$ cat config.mk
export PLATFORM = sky130hd
export DESIGN_NAME = cg_iter_engine_flat
export DESIGN_NICKNAME = d
export VERILOG_FILES = /design/src/rtl/cg_iter_engine_pkg.sv /design/src/rtl/cg_iter_engine_if.sv /design/src/rtl/cg_iter_engine_mac.sv /design/src/rtl/cg_iter_engine.sv /design/src/flat_wrapper.sv
export SDC_FILE = /design/constraint.sdc
export NUM_CORES = 1
export LEC_CHECK = 0
export ABC_CLOCK_PERIOD_IN_PS = 3400
export CAP_MARGIN = 10
export CORE_AREA = 4 4 41 43
export CTS_BUF_LIST = sky130_fd_sc_hd__clkbuf_8
export CTS_CLUSTER_SIZE = 30
export DETAILED_ROUTE_END_ITERATION = 10
export DIE_AREA = 0 0 45 47
export PLACE_DENSITY = 0.77
export SLEW_MARGIN = 20
export SYNTH_ARGS = -nofsm -noshare
export SYNTH_HDL_FRONTEND = slang
export SYNTH_SLANG_ARGS = --single-unit
$ cat constraint.sdc
create_clock -name clk -period 3.4 [get_ports clk]
set_input_delay 0.51 -clock clk [delete_from_list [all_inputs] [get_ports clk]]
set_output_delay 0.51 -clock clk [all_outputs]
set_load 0.005 [all_outputs]
$ cat src/rtl/cg_iter_engine_pkg.sv
// Shared types and constants for the cg_iter_engine solver datapath.
// Holds the FSM state encoding, the default data width and the reset
// values loaded into the A matrix and the x vector.
package cg_pkg;

    typedef enum logic [2:0] {
        IDLE,
        MXV,
        VXV,
        DONE,
        HALT
    } state_t;

    localparam int DW_DEFAULT = 32;

    localparam int unsigned A_RESET = 1;
    localparam int unsigned X_RESET = 1;

endpackage

$ cat src/rtl/cg_iter_engine_if.sv
// Sequencer handshake between the external sequencer (master) and the
// cg_iter_engine (slave): two run/clear controls in, finish/halt out.
// Optional macro CG_STATUS_EN adds dot_result and iter_count outputs.
interface cg_iter_engine_if
`ifdef CG_STATUS_EN
    #(
        parameter int DW = 32,
        parameter int IW = 2
    )
`endif
    ;

    logic reset_vXv1;
    logic reset_mXv1;
    logic finish;
    logic halt;
`ifdef CG_STATUS_EN
    logic [DW-1:0] dot_result;
    logic [IW-1:0] iter_count;
`endif

`ifdef CG_STATUS_EN
    modport master (
        output reset_vXv1,
        output reset_mXv1,
        input  finish,
        input  halt,
        input  dot_result,
        input  iter_count
    );

    modport slave (
        input  reset_vXv1,
        input  reset_mXv1,
        output finish,
        output halt,
        output dot_result,
        output iter_count
    );
`else
    modport master (
        output reset_vXv1,
        output reset_mXv1,
        input  finish,
        input  halt
    );

    modport slave (
        input  reset_vXv1,
        input  reset_mXv1,
        output finish,
        output halt
    );
`endif

endinterface

$ cat src/rtl/cg_iter_engine_mac.sv
// cg_mac: DW-bit multiply-accumulate shared by the mXv and vXv phases.
// The product is truncated to DW bits; clear wins over enable so the
// caller can capture the final sum and zero the accumulator in one edge.
module cg_mac #(
    parameter int DW = 32
) (
    input  logic          clk,
    input  logic          reset,
    input  logic          clear,
    input  logic          en,
    input  logic [DW-1:0] a,
    input  logic [DW-1:0] b,
    output logic [DW-1:0] sum
);

    logic [DW-1:0] acc;

    assign sum = acc + a * b;

    // Accumulator register: cleared on request, otherwise takes the running sum
    always_ff @(posedge clk or negedge reset) begin
        if (!reset) begin
            acc <= '0;
        end else if (clear) begin
            acc <= '0;
        end else if (en) begin
            acc <= sum;
        end
    end

endmodule

$ cat src/rtl/cg_iter_engine.sv
// cg_iter_engine: iterative fixed-point engine, top of the solver datapath.
// Each iteration computes y = A*x (N*N cycles) then s = x.y (N cycles),
// raises finish and waits for the sequencer to restart with x <= y.
// After ITER_MAX iterations halt is raised until reset.
// Optional macro CG_STATUS_EN exposes dot_result and iter_count.
module cg_iter_engine
    import cg_pkg::*;
#(
    parameter int N        = 4,
    parameter int DW       = DW_DEFAULT,
    parameter int ITER_MAX = 3
) (
    input logic             clk,
    input logic             reset,
    cg_iter_engine_if.slave bus
);

    localparam int IDX_W = (N > 1) ? $clog2(N) : 1;
    localparam int IW    = $clog2(ITER_MAX + 1);
    localparam logic [IDX_W-1:0] LAST = IDX_W'(N - 1);

    state_t state;
    state_t state_next;

    logic [N-1:0][N-1:0][DW-1:0] a_mat;
    logic [N-1:0][DW-1:0]        x;
    logic [N-1:0][DW-1:0]        y;
    logic [DW-1:0]               s;
    logic [IW-1:0]               iter;
    logic [IDX_W-1:0]            i;
    logic [IDX_W-1:0]            j;
    logic [IDX_W-1:0]            k;
    logic                        finish_q;
    logic                        halt_q;

    logic          mac_clear;
    logic          mac_en;
    logic [DW-1:0] mac_a;
    logic [DW-1:0] mac_b;
    logic [DW-1:0] mac_sum;

    cg_mac #(.DW(DW)) u_mac (
        .clk   (clk),
        .reset (reset),
        .clear (mac_clear),
        .en    (mac_en),
        .a     (mac_a),
        .b     (mac_b),
        .sum   (mac_sum)
    );

    assign bus.finish = finish_q;
    assign bus.halt   = halt_q;

    // State register
    always_ff @(posedge clk or negedge reset) begin
        if (!reset) begin
            state <= IDLE;
        end else begin
            state <= state_next;
        end
    end

    // Next-state decode and MAC operand steering; aborts take priority over progress
    always_comb begin
        state_next = state;
        mac_clear  = 1'b1;
        mac_en     = 1'b0;
        mac_a      = '0;
        mac_b      = '0;
        case (state)
            IDLE: begin
                if (bus.reset_mXv1 && !bus.reset_vXv1) begin
                    state_next = MXV;
                end
            end
            MXV: begin
                if (!bus.reset_mXv1) begin
                    state_next = IDLE;
                end else begin
                    mac_a     = a_mat[i][j];
                    mac_b     = x[j];
                    mac_en    = 1'b1;
                    mac_clear = (j == LAST);
                    if (j == LAST && i == LAST) begin
                        state_next = VXV;
                    end
                end
            end
            VXV: begin
                if (bus.reset_vXv1) begin
                    state_next = IDLE;
                end else begin
                    mac_a     = x[k];
                    mac_b     = y[k];
                    mac_en    = 1'b1;
                    mac_clear = (k == LAST);
                    if (k == LAST) begin
                        state_next = DONE;
                    end
                end
            end
            DONE: begin
                if (!bus.reset_mXv1) begin
                    state_next = (iter == IW'(ITER_MAX)) ? HALT : IDLE;
                end
            end
            HALT: begin
                state_next = HALT;
            end
            default: begin
                state_next = IDLE;
            end
        endcase
    end

    // Datapath storage, indices, iteration count and the finish/halt flags
    always_ff @(posedge clk or negedge reset) begin
        if (!reset) begin
            for (int r = 0; r < N; r++) begin
                x[r] <= DW'(X_RESET);
                for (int c = 0; c < N; c++) begin
                    a_mat[r][c] <= DW'(A_RESET);
                end
            end
            y        <= '0;
            s        <= '0;
            iter     <= '0;
            i        <= '0;
            j        <= '0;
            k        <= '0;
            finish_q <= 1'b0;
            halt_q   <= 1'b0;
        end else begin
            case (state)
                IDLE: begin
                    i <= '0;
                    j <= '0;
                    k <= '0;
                end
                MXV: begin
                    if (bus.reset_mXv1) begin
                        if (j == LAST) begin
                            y[i] <= mac_sum;
                            j    <= '0;
                            i    <= i + IDX_W'(1);
                            if (i == LAST) begin
                                k <= '0;
                                s <= '0;
                            end
                        end else begin
                            j <= j + IDX_W'(1);
                        end
                    end
                end
                VXV: begin
                    if (bus.reset_vXv1) begin
                        s <= '0;
                    end else begin
                        s <= mac_sum;
                        if (k == LAST) begin
                            finish_q <= 1'b1;
                            iter     <= iter + IW'(1);
                        end else begin
                            k <= k + IDX_W'(1);
                        end
                    end
                end
                DONE: begin
                    if (!bus.reset_mXv1) begin
                        x        <= y;
                        finish_q <= 1'b0;
                        if (iter == IW'(ITER_MAX)) begin
                            halt_q <= 1'b1;
                        end
                    end
                end
                default: begin
                end
            endcase
        end
    end

`ifdef CG_STATUS_EN
    logic [DW-1:0] dot_q;

    // Latch the finished dot product as the engine enters DONE
    always_ff @(posedge clk or negedge reset) begin
        if (!reset) begin
            dot_q <= '0;
        end else if (state == VXV && !bus.reset_vXv1 && k == LAST) begin
            dot_q <= mac_sum;
        end
    end

    assign bus.dot_result = dot_q;
    assign bus.iter_count = iter;
`endif

endmodule

$ cat src/flat_wrapper.sv
// flat-port wrapper written by rule: the top's interface ports become plain ports
module cg_iter_engine_flat import cg_pkg::*;
#(
    parameter int N        = 4,
    parameter int DW       = DW_DEFAULT,
    parameter int ITER_MAX = 3
)
  (clk, reset, bus_reset_vXv1, bus_reset_mXv1, bus_finish, bus_halt);
  cg_iter_engine_if bus_i ();
  input logic clk;
  input logic reset;
  input wire logic [$bits(bus_i.reset_vXv1)-1:0] bus_reset_vXv1;
  input wire logic [$bits(bus_i.reset_mXv1)-1:0] bus_reset_mXv1;
  output wire logic [$bits(bus_i.finish)-1:0] bus_finish;
  output wire logic [$bits(bus_i.halt)-1:0] bus_halt;
  assign bus_i.reset_vXv1 = bus_reset_vXv1;
  assign bus_i.reset_mXv1 = bus_reset_mXv1;
  assign bus_finish = bus_i.finish;
  assign bus_halt = bus_i.halt;
  cg_iter_engine #(.N(N), .DW(DW), .ITER_MAX(ITER_MAX)) u_core (.clk(clk), .reset(reset), .bus(bus_i));
endmodule
==> results.yml <==
global_route:
  grt_max_degree: 14
  grt_usage: 0.178
  grt.overflow.total: 0
  grt_pass1_wl_mm: 2.66
  grt_pass1_vias: 594
  antenna_found_initial: 0
detailed_routing:
  drt-pass1-iter-count: 4
  drt.antenna.violating_nets: 0
  drtIter0Drc: 15
  wl_mm: 1.45
  num_vias: 595
  vias_per_cell: 6.26
  wl_per_cell_um: 15.3
  drc: 0
sta:
  fmax_mhz: 596
  setup_viol: 0
  post-route-period-util: 0.494
  period_minus_slack_ns: 1.68
  rsz0062_at_grt: "no"
  fin_ws_ns: 1.72
  tightest_slew_ns: 0.579
  final.setup.tns_ns: 0
  final-max-slew-violation-count: 0
  relSlewSlack: 0.612
  hold_viol_final: 0
  clock_skew_ns: 0.000628
logic_synthesis:
  synthesis.area_um2: 748
  netlist_top_cells_area: "dfrtp_1, ha_1, mux2i_1, buf_6, inv_1"
  async_flop_share: 1.00
  postSynthAreaPerCell_um2: 9.98
  synth_edf_count: 0
  yosysTopAreaCell: "dfrtp_1"
  synth_top_family_by_area: "compound AO/OA/AOI/OAI gates"
  synth-main-ff-cell: "dfrtp_1"
  synth_cell_types: 30
  yosys.area_share.simple: 0.142
  synth_compound_gate_area_share: 0.189
  yosysMostFrequentCell: "dfrtp_1"
  yosysSeqAreaShare: 0.435
  synthMuxAreaShare: 0.0819
  yosysTopAreaCellShare: 0.435
  ys_ff_latch: 13
  synth_xor_area_frac: 0.0117
  yosys_warnings: 0
  synth.top_cells.by_count: "dfrtp_1, inv_1, mux2i_1, nand2_1"
  syn_nets: 83
  syn_inst: 75
  synthAdderAreaFrac: 0.0669
clock_network:
  clock_sinks: 13
  cts_setup_buffers: 0
  clock_latency_ns: 0.24
  clk_path_buf_depth: 2
  cts_buffers: 3
  ctsHoldBuffers: 0
  path_clk_slew_ns: 0.05
  cts_root_buf: "clkbuf_8"
  cts_resized: 0
  h-tree-depth: 1
  cts_tree: "done"
setup_path:
  end_kind: "flip-flop"
  cp.required_ns: 3.53
  start_kind: "input pin"
  crit_arrival_ns: 1.81
  path_max_fanout: 5
  critPathKind: "in -> reg"
  worstRegToRegCells: 4
floorplanning:
  io_pins: 6
  die_w_um: 45
  core-area_mm2: 0.00130
  num_rows: 13
  die_h_um: 47
  initial_core_util: 0.575
  die_area_mm2: 0.00212
final_layout:
  fin_nets: 89
  fillers: 110
  seqCellArea_um2: 325
  drive_above_1_share: 0.0625
  synthToLayoutAreaGrowth_pct: 10.9
  multi_input_area_um2: 368
  n_antenna_cell: 0
  layout.cells.non_filler: 95
placed_design:
  dp_hpwl_mm: 1.01
  dp_cells: 91
  gp_congestion: 0.794
  pre_cts_slack_ns: 1.48
  io_buffers: 5
power_and_ir_drop:
  cellLeakagePower_nw: 0.403
  power.total_mw: 0.554
  p_per_area_mw_per_mm2: 668
  peakVddDrop_mv: 0.348
hold_path:
  hold_depth: 1
  hp-class: "reg -> reg"
job:
  maxCapViolCount: 0
run_status:
  status: "complete, no violations"
## path summary, 6_finish.rpt
check / startpoint / endpoint / slack, ns
worst min-delay path: u_core.bus.halt$_DFFE_PN0P_ / u_core.bus.halt$_DFFE_PN0P_ / 0.47
worst max register to register: u_core.k[0]$_DFFE_PN0P_ / u_core.state[2]$_DFFE_PN0P_ / 1.79
min in group asynchronous: reset / u_core.j[1]$_DFFE_PN0P_ / 0.64
worst min register to register: u_core.bus.halt$_DFFE_PN0P_ / u_core.bus.halt$_DFFE_PN0P_ / 0.47
worst max-delay path: bus_reset_vXv1 / u_core.state[2]$_DFFE_PN0P_ / 1.72
max in group asynchronous: reset / u_core.k[1]$_DFFE_PN0P_ / 2.39
## logic make-up (layout without fill, tap and decap cells)
| logic type | after synthesis | in the layout |
|---|---|---|
| XOR/XNOR | 1 | 1 |
| AO/OA/AOI/OAI | 20 | 20 |
| flip-flops | 13 | 13 |
| AND/OR/NAND/NOR | 21 | 21 |
| multiplexers | 6 | 6 |
| buffers and inverters | 10 | 15 |
| adder cells (fa/ha/maj) | 4 | 4 |
## critical path: stages
cell,delay [ns]
clkdlybuf4s50_1,0.47
nor3_1,0.39
o21ai_0,0.24
and2_1,0.19
## cell usage in the layout, fill, tap and decap left out, drive strengths merged, types with 2 or more instances in the layout
| cell | n |
|---|---|
| clkdlybuf4s50 | 5 |
| o22ai | 3 |
| dfrtp | 13 |
| and2 | 3 |
| nand2 | 5 |
| nand3 | 2 |
| nor2b | 3 |
| nor3 | 3 |
| o21ai | 4 |
| ha | 4 |
| mux2i | 5 |
| a211o | 2 |
| clkbuf | 3 |
| a31oi | 2 |
| inv | 7 |
| nor2 | 3 |
## through the flow
stage               utilization  instance area, µm²  hold WS (ns)
floorplan                     -                 748         0.214
finish                    0.638                 830         0.466
global route              0.638                 830         0.515
CTS                       0.638                 830         0.466
global placement          0.603                 785         0.445
detailed placement        0.603                 785         0.446
## state kept, by name, indices dropped and copies added (netlist names)
register,count
u_core.bus.halt,1
u_core.iter,2
u_core.k,2
u_core.state,3
u_core.j,2
u_core.i,2
u_core.bus.finish,1
## final cells by class
type | instances | area share
multi-input cells | 52 | 0.443
clock inverters | 1 | 0.00452
flip-flops and latches | 13 | 0.392
clock buffers | 3 | 0.0498
well taps | 15 | 0.0226
inverters | 6 | 0.0271
repair buffers | 5 | 0.0603
## layer usage
metal / track usage / share of wire
met4: 0.105 / 0.017
met3: 0.0345 / 0.033
met1: 0.218 / 0.46
met2: 0.294 / 0.49
met5: 0 / 0
## power breakdown
part,internal [mW],switching (mW)
clock,0.0798,0.0559
sequential,0.188,0.0504
combinational,0.0883,0.0921
total,0.356,0.198
Note: power is estimated with default switching activity, not from simulation.
